<file path="src/rtl/clock_gate_enable_ctrl_pkg.sv">
// rtl/clock_gate_enable_ctrl_pkg.sv - shared state encoding and width defaults for the clock-enable controller
package clock_gate_enable_ctrl_pkg;

  localparam int DIV_WIDTH_DEF = 8;
  localparam int CNT_WIDTH_DEF = 64;

  typedef enum logic [1:0] {
    ST_IDLE   = 2'd0,
    ST_RUN    = 2'd1,
    ST_DRAIN  = 2'd2,
    ST_HALTED = 2'd3
  } state_t;

endpackage

</file>
<file path="src/rtl/clock_gate_enable_ctrl_phase_counter.sv">
// rtl/clock_gate_enable_ctrl_phase_counter.sv - host:target ratio phase counter producing the fire-eligible tick
module clock_ratio_phase_counter
  import clock_gate_enable_ctrl_pkg::*;
#(
  parameter int DIV_WIDTH = DIV_WIDTH_DEF
) (
  input  logic                 clock,
  input  logic                 reset,
  input  logic                 i_run,
  input  logic                 i_load,
  input  logic                 i_fire,
  input  logic [DIV_WIDTH-1:0] i_divisor,
  output logic                 o_tick
);

  logic [DIV_WIDTH-1:0] r_div;
  logic [DIV_WIDTH-1:0] r_phase;
  logic [DIV_WIDTH-1:0] w_div_eff;

  assign w_div_eff = (i_divisor == '0) ? DIV_WIDTH'(1) : i_divisor;
  // r_div is never zero, so the subtraction cannot wrap
  assign o_tick    = (r_phase == (r_div - DIV_WIDTH'(1)));

  always_ff @(posedge clock) begin
    if (reset) begin
      r_div   <= DIV_WIDTH'(1);
      r_phase <= '0;
    end else if (i_load) begin
      r_div   <= w_div_eff;
      r_phase <= '0;
    end else if (i_run) begin
      if (i_fire) begin
        r_div   <= w_div_eff;
        r_phase <= '0;
      end else if (!o_tick) begin
        r_phase <= r_phase + DIV_WIDTH'(1);
      end
    end
  end

endmodule

</file>
<file path="src/rtl/clock_gate_enable_ctrl.sv">
// rtl/clock_gate_enable_ctrl.sv - registered clock-enable generator for a token-driven gated target clock
module clock_gate_enable_ctrl
  import clock_gate_enable_ctrl_pkg::*;
#(
  parameter int DIV_WIDTH = DIV_WIDTH_DEF,
  parameter int CNT_WIDTH = CNT_WIDTH_DEF
) (
  input  logic                 clock,
  input  logic                 reset,
  input  logic                 run_en,
  input  logic [DIV_WIDTH-1:0] divisor,
  input  logic                 in_valid,
  output logic                 in_ready,
  output logic                 out_valid,
  input  logic                 out_ready,
  output logic                 ce,
  input  logic                 halt_req,
  output logic                 halt_ack,
  input  logic                 limit_en,
  input  logic [CNT_WIDTH-1:0] cycle_limit,
  output logic [CNT_WIDTH-1:0] cycle_count,
  output logic                 done
);

  state_t               r_state;
  state_t               w_state_next;
  logic                 w_load;
  logic                 w_tick;
  logic                 w_fire;
  logic                 w_limit_hit;
  logic                 w_stop;
  logic                 r_ce;
  logic                 r_out_valid;
  logic [CNT_WIDTH-1:0] r_count;

  assign w_limit_hit = limit_en && (r_count >= cycle_limit);
  assign w_stop      = halt_req || !run_en || w_limit_hit;
  assign w_fire      = (r_state == ST_RUN) && w_tick && in_valid &&
                       (!r_out_valid || out_ready) && !w_stop;

  clock_ratio_phase_counter #(
    .DIV_WIDTH (DIV_WIDTH)
  ) u_phase (
    .clock     (clock),
    .reset     (reset),
    .i_run     (r_state == ST_RUN),
    .i_load    (w_load),
    .i_fire    (w_fire),
    .i_divisor (divisor),
    .o_tick    (w_tick)
  );

  // w_load marks every entry into RUN so the ratio is resampled and phase restarts
  always_comb begin
    w_state_next = r_state;
    w_load       = 1'b0;
    case (r_state)
      ST_IDLE: begin
        if (halt_req) begin
          w_state_next = ST_HALTED;
        end else if (run_en) begin
          w_state_next = ST_RUN;
          w_load       = 1'b1;
        end
      end
      ST_RUN: begin
        if (w_stop) w_state_next = ST_DRAIN;
      end
      ST_DRAIN: begin
        if (!r_out_valid) w_state_next = ST_HALTED;
      end
      ST_HALTED: begin
        if (!halt_req && run_en && !w_limit_hit) begin
          w_state_next = ST_RUN;
          w_load       = 1'b1;
        end
      end
      default: w_state_next = ST_IDLE;
    endcase
  end

  always_ff @(posedge clock) begin
    if (reset) begin
      r_state     <= ST_IDLE;
      r_ce        <= 1'b0;
      r_out_valid <= 1'b0;
      r_count     <= '0;
    end else begin
      r_state <= w_state_next;
      r_ce    <= w_fire;
      if (w_fire) begin
        r_out_valid <= 1'b1;
      end else if (out_ready && r_out_valid) begin
        r_out_valid <= 1'b0;
      end
      if (w_fire && (r_count != '1)) begin
        r_count <= r_count + CNT_WIDTH'(1);
      end
    end
  end

  assign in_ready    = w_fire;
  assign out_valid   = r_out_valid;
  assign ce          = r_ce;
  assign cycle_count = r_count;
  assign halt_ack    = (r_state == ST_HALTED);
  assign done        = (r_state == ST_HALTED) && w_limit_hit;

endmodule
</file>
<file path="config.mk">
export PLATFORM = sky130hd
export DESIGN_NAME = clock_gate_enable_ctrl
export DESIGN_NICKNAME = d
export VERILOG_FILES = /design/src/rtl/clock_gate_enable_ctrl_pkg.sv /design/src/rtl/clock_gate_enable_ctrl_phase_counter.sv /design/src/rtl/clock_gate_enable_ctrl.sv
export SDC_FILE = /design/constraint.sdc
export NUM_CORES = 1
export LEC_CHECK = 0
export BUFFER_PORTS_ARGS = -buffer_cell sky130_fd_sc_hd__buf_2
export CAP_MARGIN = 20
export CORE_UTILIZATION = 35
export CTS_BUF_LIST = sky130_fd_sc_hd__clkbuf_4 sky130_fd_sc_hd__clkbuf_8 sky130_fd_sc_hd__clkbuf_16
export CTS_CLUSTER_DIAMETER = 120
export DETAILED_ROUTE_END_ITERATION = 10
export GPL_TIMING_DRIVEN = 0
export HOLD_SLACK_MARGIN = 0.06
export MAX_ROUTING_LAYER = met4
export SLEW_MARGIN = 10
export SYNTH_ARGS = -nofsm -noshare
export SYNTH_HDL_FRONTEND = slang
export SYNTH_SLANG_ARGS = --single-unit
</file>
<file path="constraint.sdc">
create_clock -name clock -period 10.5 [get_ports clock]
set_clock_uncertainty 0.2 [all_clocks]
set_input_delay 1.575 -clock clock [delete_from_list [all_inputs] [get_ports clock]]
set_output_delay 1.575 -clock clock [all_outputs]
set_load 0.02 [all_outputs]
</file>
# After elaboration in Yosys (flattened, before gate mapping)
# Index checks and enable logic that the tools add are counted.
[classes]
add_sub_neg = 3
magnitude_cmp = 1
eq_ne = 10
muxes = 18
n_reduce_logical = 27
[ops]
columns = ["cell", "n"]
rows = [
  ["$add 64x1->64 const B", 1],
  ["$ge 64x64->1", 1],
  ["$ne 64x64->1 const B", 1],
  ["$mux 8", 6],
  ["$logic_and 1x1->1", 10],
  ["$mux 2", 5],
  ["$add 8x1->8 const B", 1],
  ["$eq 8x8->1", 1],
  ["$logic_not 8->1", 1],
  ["$pmux 2 s4", 1],
  ["$sub 8x1->8 const B", 1],
  ["$reduce_bool 2->1", 3],
  ["$logic_not 1->1", 5],
  ["$mux 1", 5],
  ["$eq 2x2->1 const B", 2],
  ["$ne 2x1->1 const B", 2],
  ["$ne 2x2->1 const B", 2],
  ["$reduce_and 2->1", 2],
  ["$reduce_and 4->1", 1],
  ["$logic_or 1x1->1", 3],
  ["$ne 3x3->1 const B", 1],
  ["$eq 2x1->1 const B", 1],
  ["$logic_not 2->1", 1],
  ["$pmux 1 s2", 1],
  ["$reduce_or 2->1", 1],
]
[word_totals]
ff_bits = 84
input_bits = 79
out_inout_bits = 69
word_cells = 65

# Depth between registers and ports, before layout
# Gate-level depths: netlist (run 1).
[depth]
depth_word = 9
depth_mapped = 13
ltp_nobuf = 11

# By module
# Synthesis (run 1) repeated with hierarchy kept, for this count alone.
[unflattened]
cells_unflattened = 826
area_unflattened_um2 = 6471.2
[modules_own_cells]
columns = ["mod", "n_inst", "cells_per_inst", "area_per_inst_um2"]
rows = [
  ["clock_gate_enable_ctrl", 1, 706, 5481.5],
  ["clock_ratio_phase_counter", 1, 120, 989.7],
]

# Worst setup path after synthesis (run 1)
# No wires, ideal clock.
[synth_path]
kind = "input to output"
from = "in cycle_limit[63]"
to = "out done"
arrival_ns = 3.882
required_time_ns = 8.725
slack_ns = 4.843
cell_stages = 11
path_cell_list = "inv_1 > ha_1 > nand4_1 > nor4_1 > nor3b_1 > and3_1 > a32oi_1 > a21oi_2 > buf_2 > buf_2 > and2_1"
[synth_between]
elab_chain_cells = 3
[synth_rtl]
columns = ["element", "line", "source"]
rows = [
  ["start, declared", "clock_gate_enable_ctrl.sv:20", "input logic [CNT_WIDTH-1:0] cycle_limit,"],
  ["$ge 64x64->1", "clock_gate_enable_ctrl.sv:36", "assign w_limit_hit = limit_en && (r_count >= cycle_limit);"],
  ["$logic_and 1x1->1", "clock_gate_enable_ctrl.sv:36", ""],
  ["$logic_and 1x1->1", "clock_gate_enable_ctrl.sv:107", "assign done = (r_state == ST_HALTED) && w_limit_hit;"],
  ["end, declared", "clock_gate_enable_ctrl.sv:22", "output logic done"],
]
# No other way between the ends.

# Worst setup path after layout (run 1)
# Ends and elaborated chain as after synthesis.

==> results.tsv, run 1 <==
metric	value	unit
first-pass GRT wire length	29750	µm
Ant. Diodes	0	
setup TNS	0	ps
Horiz. Die Dim	135.9	µm
RSZ-0062 raised after global routing	false	
Post-synth EDFFs	0	
postcts setup bufs	0	
Synth Area in Simple Gates	28.69	%
Post-Synth XOR/XNOR Area	4.327	%
startpoint types	primary input	
Post-synth top cells	dfxtp_1 (84), inv_1 (84), ha_1 (73)	
synthesized area	0.006275	mm²
CP endpoint kind	primary output	
# IOs	148	
final wirelength	18750	µm
final net count	1109	
post-synthesis sequential area ratio	26.80	%
ranking of synthesized cells by area	dfxtp_1 (27%), ha_1 (15%), inv_1 (5.0%)	
Required @ worst endpoint	8730	ps
async set or reset register ratio after synthesis	0	%
R2R depth	12	
R2R setup slack	6000	ps
Setup Crit Path Kind	primary input to primary output	
Root Buffer	clkbuf_16	
clock buffer depth	2	
Final Setup Violations	0	
htree depth	3	
DRT Pass-1 Iters	5	
cts hold-fix bufs	0	
area grow syn2layout	20.94	%
Tmin final	6854	ps
clock sinks	84	
Pins Over Slew Limit	0	
Vias/cell	5.341	
Final HPWL DP	14570	µm
status	finished clean	
Max Cap Viol	0	
Main synth FF type	dfxtp_1	
Worst Tran Pin Value	1071	ps
area of the core	0.01742	mm²
antenna violations before repair	0	
largest net degree at the start of global routing	13	
crit path DAT	5080	ps
Final ANT Viol Nets	0	
Iter 0 DRT Violations	420	
gr usage total	21.21	%
Avg Cell Area, Syn	7.853	µm²
PostCTS Resize Cnt	0	
CTS tree	yes	
f_max	145.9	MHz
GRT Residual Overflow	0	
post-synthesis mux area share	2.871	%
# DRC	0	
Rows	48	
initial core utilization	36.03	%
Synth Area in Adders	14.56	%
die area	0.01847	mm²
crit share post-route	65.28	%
Compound-Gate Fraction of Synth Area	15.69	%
WL/cell	15.81	µm
hold path start	u_phase.r_div[7]$_SDFFE_PP0P_	
vias in the first global route	5775	
main combinational cell family by area after synthesis	simple AND/OR/NAND/NOR gates	
GP Congestion	0.8949	
port bufs	147	
Hold Path Stages	2	
Syn. warnings	0	
die height	135.9	µm
Slew HR	28.44	%
Worst R2R End	cycle_count[50]$_SDFFE_PP0P_	
Synth top area share	26.80	%
layout cells sized above 1	20.71	%
Clk pin slew, worst setup/hold paths	60	ps
R2R Path Start	cycle_count[63]$_SDFFE_PP0P_	
Worst VDD drop	0.00008526	V
Num CTS Buffers	9	
P per Cell Area	110.1	mW/mm²
clk_lat worst skew	340	ps
Hold EP	u_phase.r_div[7]$_SDFFE_PP0P_	
hold_ws	330.5	ps
crit path max fanout	10	
Synth area leader	dfxtp_1	
FF+latch count, synth	84	
Post-Synthesis Cells	799	
post-synth net total	951	
final-report hold violation count	0	
Hold/Removal Path Class	flop to flop	
via count	6335	
Unique masters post-synth	62	
Pleak	3.504	nW
-- worst max-delay path: stages --
cell and delay [ps]:
buf_2 80, inv_1 30, ha_1 300, nand4_1 160, nor4_1 600, nor3b_1 430, and3_1 270, a32oi_1 190
a21oi_2 480, buf_2 330, buf_2 310, and2_1 160, buf_2 150
-- cell families after synthesis --
kind of cell / Yosys count
AOI/OAI and AO/OA: 148
xor gates and xnor gates: 31
adders and majority gates: 73
buffers and inverters: 112
DFF: 84
muxes: 17
and+or+nand+nor: 334
-- routing by layer --
metal	up-vias	part of all wire, %	track usage, %	wire length [µm]
li1	3224	-	-	-
met1	2884	49	28.99	9154
met5	-	0	-	0
met2	209	45	33.05	8423
met3	18	4.9	2.759	920
met4	0	1.3	4.938	246
-- cell usage in the layout, fill, tap and decap left out, types with 9 or more instances in the layout --
cell,instances
nor3_1,28
or2_2,9
o211ai_1,10
and4_1,14
nand2_1,53
nand4_1,37
mux2i_1,9
clkbuf_1,20
and3_1,16
nand3_1,34
or4_1,14
nor2_1,70
ha_1,73
o21ai_0,20
a21oi_1,53
buf_2,153
inv_1,84
and2_1,9
dfxtp_1,84
xnor2_1,24
clkbuf_16,9
nor4_1,14
or3_1,12
-- layout make-up --
| cell class | instances | area (µm²) |
|---|---|---|
| plain buffers | 28 | 127.6 |
| repair buffers | 147 | 735.7 |
| well taps | 225 | 281.5 |
| clock buffers | 13 | 261.5 |
| fillers | 1791 | 9828 |
| inverters | 84 | 315.3 |
| clock inverters | 2 | 35.03 |
| flip-flops and latches | 84 | 1682 |
| multi-input cells | 603 | 4150 |
-- state kept, by name, indices dropped and copies added (netlist names) --
name / count
u_phase.r_div: 8
u_phase.r_phase: 8
cycle_count: 64
ce: 1
out_valid: 1
r_state: 2
-- how the worst max path moves through the flow --
stage | endpoint | slack (ps) | start
3_5_place_dp | done | 3720 | cycle_limit[63]
2_1_floorplan | done | 4840 | cycle_limit[63]
4_1_cts | done | 3710 | cycle_limit[63]
6_report | done | 3650 | cycle_limit[63]
3_3_place_gp | done | 3740 | cycle_limit[63]
5_1_grt | done | 3470 | cycle_limit[63]
-- report_power, final --
| part | internal (W) | switching, W |
|---|---|---|
| Clock | 0.000197 | 0.000128 |
| Sequential | 0.000330 | 0.0000144 |
| Combinational | 0.0000701 | 0.0000957 |
| Total | 0.000597 | 0.000238 |
-- stage by stage --
step                std cells  worst slack [ps]  power [W]  util (%)  cell area, µm²
floorplan                 799              4843  0.0004662         -            6275
global placement         1171              3741  0.0005140     41.87            7292
detailed placement       1171              3717  0.0005161     41.87            7292
CTS                      1186              3711  0.0008374     43.57            7589
global route             1186              3472  0.0008794     43.57            7589
finish                   1186              3646  0.0008354     43.57            7589
No activity file was read; power rests on OpenSTA's default activity.
==> inputs of run 2 (changes only) <==
Settings changed: ABC_AREA set to 1.
Clock period 10.5 ns to 5.5 ns, I/O delays scaled along.
==> results.tsv, run 2 <==
metric	value	unit	change
port bufs	147		unchanged
gr usage total	20.99	%	-0.22 points
Pleak	4.081	nW	+16%
Tmin final	4189	ps	
Slowest-stage cell, CP	nor3_1		
GRT Residual Overflow	0		unchanged
Root Buffer	clkbuf_16		
via count	7607		+20%
P per Cell Area	184.5	mW/mm²	+68%
Final ANT Viol Nets	0		unchanged
post-synth net total	1274		+34%
Setup Crit Path Kind	primary input to primary output		
final-report hold violation count	0		unchanged
commonest non-fill, non-tap cell in the layout	nand2_1		
synthesized area	0.007749	mm²	+23%
startpoint types	primary input		
cts hold-fix bufs	0		unchanged
clk_lat worst skew	360	ps	+20 ps
Syn. warnings	0		unchanged
Final Setup Violations	0		unchanged
die height	150.8	µm	+11%
Hold/Removal Path Class	flop to flop		
Avg Cell Area, Syn	6.906	µm²	-12%
Rows	54		+13%
GP Congestion	0.9520		+6.4%
area of the core	0.02176	mm²	+25%
DP Area	0.008835	mm²	+21%
Worst VDD drop	0.0001377	V	+62%
Required @ worst endpoint	4470	ps	-4260 ps
Synth top area share	21.70	%	-5.1 points
RSZ-0062 raised after global routing	false		
postcts setup bufs	0		unchanged
Worst Tran Pin Value	825.2	ps	-245.4 ps
final net count	1432		+29%
die area	0.02274	mm²	+23%
initial core utilization	35.62	%	-0.41 points
DRT Pass-1 Iters	7		+2
clock sinks	84		unchanged
setup TNS	0	ps	unchanged
# IOs	148		unchanged
CP endpoint kind	primary output		
Clk pin slew, worst setup/hold paths	60	ps	about the same
worst path cell trace	buf_2 -> inv_1 -> ha_1 -> nand4_1 -> nor3_1 -> nand2_1 -> nor2_1 -> nand2_1 -> nand2_1 -> nor2_1 -> nand2_1 -> nand2_2 -> nand3_4 -> inv_4 -> buf_2 -> buf_2		
crit path max fanout	10		unchanged
Synth area leader	dfxtp_1		
CTS tree	yes		
Horiz. Die Dim	150.8	µm	+11%
slowest stage delay, CP	470	ps	-130 ps
Unique masters post-synth	37		-40%
largest net degree at the start of global routing	16		+3
first-pass GRT wire length	35690	µm	+20%
Post-Synthesis Cells	1122		+40%
WL/cell	14.38	µm	-9.0%
Num CTS Buffers	9		unchanged
Slew HR	44.48	%	+16 points
Pins Over Slew Limit	0		unchanged
async set or reset register ratio after synthesis	0	%	unchanged
commonest non-fill, non-tap cells in the layout	nand2_1 (263), buf_2 (156), inv_1 (143)		
layout cells sized above 1	23.58	%	+2.9 points
htree depth	3		unchanged
status	finished clean		
Register Area	0.001682	mm²	unchanged
Max Cap Viol	0		unchanged
Iter 0 DRT Violations	399		-5.0%
f_max	238.7	MHz	
crit path DAT	3160	ps	-1920 ps
Final HPWL DP	18650	µm	+28%
FF+latch count, synth	84		unchanged
Main synth FF type	dfxtp_1		
Post-synth EDFFs	0		unchanged
top-count cell post-synth	nand2_1		
post-synthesis sequential area ratio	21.70	%	-5.1 points
Post-synth top cells	nand2_1 (263), inv_1 (143), nor2_1 (118)		
clock buffer depth	2		unchanged
hold_ws	311.9	ps	-18.60 ps
FILL cells	2338		+31%
most used cell, CP	nand2_1		
vias in the first global route	6927		+20%
area of the multi-input gates	0.005228	mm²	+26%
PostCTS Resize Cnt	0		unchanged
antenna violations before repair	1		+1
# DRC	0		unchanged
max reg flops	64		unchanged
area grow syn2layout	17.94	%	
crit share post-route	76.16	%	
post-route cell area	0.009139	mm²	+20%
ranking of synthesized cells by area	dfxtp_1 (22%), nand2_1 (13%), ha_1 (12%)		
final wirelength	22520	µm	+20%
Vias/cell	4.858		-9.1%
==> run 2: cell families after synthesis <==
kind of cell,after synthesis,synth area share [%]
and+or+nand+nor,585,36.32
buffers and inverters,180,10.83
AOI/OAI and AO/OA,121,10.40
DFF,84,21.70
xor gates and xnor gates,78,8.816
adders and majority gates,73,11.79
muxes,1,0.1453
==> run 2: cell type report <==
| cell class | count | share of cell area, % |
|---|---|---|
| Inverter | 148 | 6.106 |
| Clock inverter | 7 | 0.8352 |
| Tap cell | 280 | 3.834 |
| Multi-Input combinational cell | 858 | 57.20 |
| Clock buffer | 9 | 2.464 |
| Antenna cell | 1 | 0.02738 |
| Timing Repair Buffer | 147 | 8.050 |
| Buffer | 32 | 3.081 |
| Sequential cell | 84 | 18.40 |
==> run 2: critical path: cells and delay by family <==
family,cells,cell delay (ps)
fa+ha+maj,1,300
buf+inv,5,530
simple gates,10,1500
==> run 2: report_power, final <==
part	total (W)	internal (W)	switching, W	leakage, nW
Combinational	0.000397	0.000155	0.000242	3.26
Clock	0.000627	0.000354	0.000272	0.142
Sequential	0.000662	0.000636	0.0000262	0.678
Total	0.00169	0.00114	0.000541	4.08
==> run 2: stage by stage <==
stage | power [W] | worst slack, ps | instances | util (%)
after floorplan | 0.0009691 | 2193 | 1122 | -
after global placement | 0.001067 | 1203 | 1549 | 40.61
after detailed placement | 0.001075 | 1166 | 1549 | 40.61
after CTS | 0.001703 | 1182 | 1565 | 41.99
after global routing | 0.001795 | 986.8 | 1566 | 42.01
final | 0.001686 | 1311 | 1566 | 42.01
==> run 2: routing by layer <==
metal / GRT usage (%) / routed length, µm / vias up
li1: - / - / 3988
met1: 27.35 / 10710 / 3373
met2: 33.30 / 10070 / 215
met3: 3.193 / 1170 / 31
met4: 6.500 / 567 / 0
met5: - / 0 / -
==> run 2: worst paths after layout <==
path | startpoint | to | slack (ps) | cells past startpoint
max | cycle_limit[63] | in_ready | 1310 | 16
min | u_phase.r_phase[0]$_SDFFE_PP0P_ | u_phase.r_phase[0]$_SDFFE_PP0P_ | 310 | 1
max reg2reg | cycle_count[0]$_SDFFE_PP0P_ | cycle_count[30]$_SDFFE_PP0P_ | 2170 | 19
min reg2reg | u_phase.r_phase[0]$_SDFFE_PP0P_ | u_phase.r_phase[0]$_SDFFE_PP0P_ | 310 | 1
==> inputs of run 3 (changes only) <==
Clock period 5.5 ns to 3.7 ns, I/O delays scaled along.
==> results.tsv, run 3 (synthesis results as in run 2) <==
metric	value	unit	change
status	finished clean		
Hold/Removal Path Class	primary input to flop		
Iter 0 DRT Violations	431		+8.0%
GP Congestion	0.9520		unchanged
Cell Int Power	0.001702	W	+49%
initial core utilization	35.62	%	unchanged
Final ANT Viol Nets	0		unchanged
Pleak	4.091	nW	+0.25%
commonest non-fill, non-tap cells in the layout	nand2_1 (263), buf_2 (155), inv_1 (143)		
most used cell, CP	nand2_1		
Final WS setup	260.3	ps	-1051 ps
first-pass GRT wire length	35670	µm	about the same
Overall Power	0.002519	W	+49%
area of the multi-input gates	0.005235	mm²	+0.14%
Gate power share	23.6	%	about the same
die area	0.02274	mm²	unchanged
Setup Crit Path Kind	flop to primary output		
Clk pin slew, worst setup/hold paths	70	ps	about the same
clock sinks	84		unchanged
slowest stage delay, CP	390	ps	-80 ps
Tmin final	3440	ps	
worst path cell trace	inv_1 -> ha_1 -> nand2_1 -> nor2_1 -> nand2_1 -> nor2_2 -> nand2_1 -> nand2_1 -> nor2_1 -> nand2_1 -> nand2_1 -> nand2_1 -> nand2_2 -> nand3_4 -> inv_8 -> buf_2		
Register Area	0.001700	mm²	+1.1%
via count	7581		-0.34%
vias in the first global route	6924		-0.043%
htree depth	3		unchanged
# DRC	0		unchanged
Net Sw Frac	32.44	%	+0.33 points
Pins Over Slew Limit	0		unchanged
DRT Pass-1 Iters	5		-2
CP endpoint kind	primary output		
port bufs	147		unchanged
Slowest-stage cell, CP	dfxtp_4		
die height	150.8	µm	unchanged
RSZ-0062 raised after global routing	false		
f_max	290.7	MHz	
commonest non-fill, non-tap cell in the layout	nand2_1		
pre-CTS setup slack	-94.31	ps	-1260 ps
CTS tree	yes		
# IOs	148		unchanged
layout cells sized above 1	24.65	%	+1.1 points
Root Buffer	clkbuf_16		
final-report hold violation count	0		unchanged
clock buffer depth	2		unchanged
Final Setup Violations	0		unchanged
GRT Residual Overflow	0		unchanged
crit path max fanout	12		+2
largest net degree at the start of global routing	16		unchanged
Required @ worst endpoint	2940	ps	-1530 ps
Num CTS Buffers	9		unchanged
Max Cap Viol	0		unchanged
startpoint types	flop		
Worst Tran Pin Value	840.0	ps	+14.74 ps
Clock power frac	37.3	%	about the same
Worst VDD drop	0.0002075	V	+51%
Rows	54		unchanged
antenna violations before repair	1		unchanged
max reg flops	64		unchanged
Slew HR	43.49	%	-0.99 points
crit share post-route	92.96	%	
final net count	1433		+0.070%
Vias/cell	4.838		-0.41%
area of the core	0.02176	mm²	unchanged
Final HPWL DP	18650	µm	unchanged
Net Sw Power	0.0008172	W	+51%
P per Cell Area	274.4	mW/mm²	+49%
Horiz. Die Dim	150.8	µm	unchanged
cts hold-fix bufs	0		unchanged
FILL cells	2336		-0.086%
gr usage total	20.98	%	about the same
sequential power share	39.0	%	-0.3 points
crit path DAT	2680	ps	-480 ps
final wirelength	22650	µm	+0.59%
WL/cell	14.46	µm	+0.53%
clk_lat worst skew	360	ps	about the same
area grow syn2layout	18.47	%	
==> run 3: cell types whose count changed in the layout (fill, tap and decap cells not counted), moves of 2 or more <==
cell / change
buf_4: +2
dfxtp_1: -11
dfxtp_2: +9
dfxtp_4: +2
==> run 3: layout make-up <==
cell class / instances / share of cell area [%]
Multi-Input combinational cell: 858 / 57.03
Sequential cell: 84 / 18.52
Timing Repair Buffer: 149 / 8.178
Inverter: 148 / 6.133
Tap cell: 280 / 3.816
Buffer: 31 / 3.012
Clock buffer: 9 / 2.453
Clock inverter: 7 / 0.8314
Antenna cell: 1 / 0.02726
==> run 3: repair_timing <==
item / in CTS / in global routing
setup endpoints to repair: 1 / 1
cloned: 0 / 0
setup buffers: 0 / 2
gates resized for setup: 12 / 5
==> run 3: routing by layer <==
layer	track usage (%)	wire (µm)	vias up
met3	3.193	1115	31
li1	-	-	3989
met4	6.500	576	0
met1	27.33	10890	3355
met2	33.28	10070	206
met5	-	0	-
==> run 3: power by group through the flow <==
stage / combinational (W) / sequential [W] / clock [W]
floorplan: 0.000442 / 0.000998 / 0
global placement: 0.000583 / 0.00100 / 0
global route: 0.000683 / 0.000987 / 0.00100
finish: 0.000595 / 0.000983 / 0.000941
CTS: 0.000596 / 0.000984 / 0.000951
detailed placement: 0.000593 / 0.00100 / 0
==> run 3: worst paths after layout <==
check / startpoint / end / slack [ps] / depth (start not counted)
min reg2reg: cycle_count[31]$_SDFFE_PP0P_ / cycle_count[31]$_SDFFE_PP0P_ / 310 / 2
min: divisor[4] / u_phase.r_div[4]$_SDFFE_PP0P_ / 230 / 3
max reg2reg: cycle_count[0]$_SDFFE_PP0P_ / cycle_count[30]$_SDFFE_PP0P_ / 650 / 19
max: cycle_count[0]$_SDFFE_PP0P_ / in_ready / 260 / 16
==> run 3: per-stage QoR <==
step | std cells | utilization, % | cell area [µm²] | TNS [ps] | hold slack, ps
after floorplan | 1122 | - | 7749 | 0 | 261.9
after global placement | 1549 | 40.61 | 8835 | -57.40 | 292.6
after detailed placement | 1549 | 40.61 | 8835 | -94.31 | 300.4
after CTS | 1564 | 42.06 | 9151 | 0 | 228.2
after global routing | 1567 | 42.20 | 9180 | 0 | 238.9
final | 1567 | 42.20 | 9180 | 0 | 227.5
==> run 3: critical path, delay by kind of cell, from the launching register on <==
kind / cells / cell delay [ps]
fa+ha+maj: 1 / 290
simple gates: 12 / 1270
buf+inv: 3 / 360
flops: 1 / 390
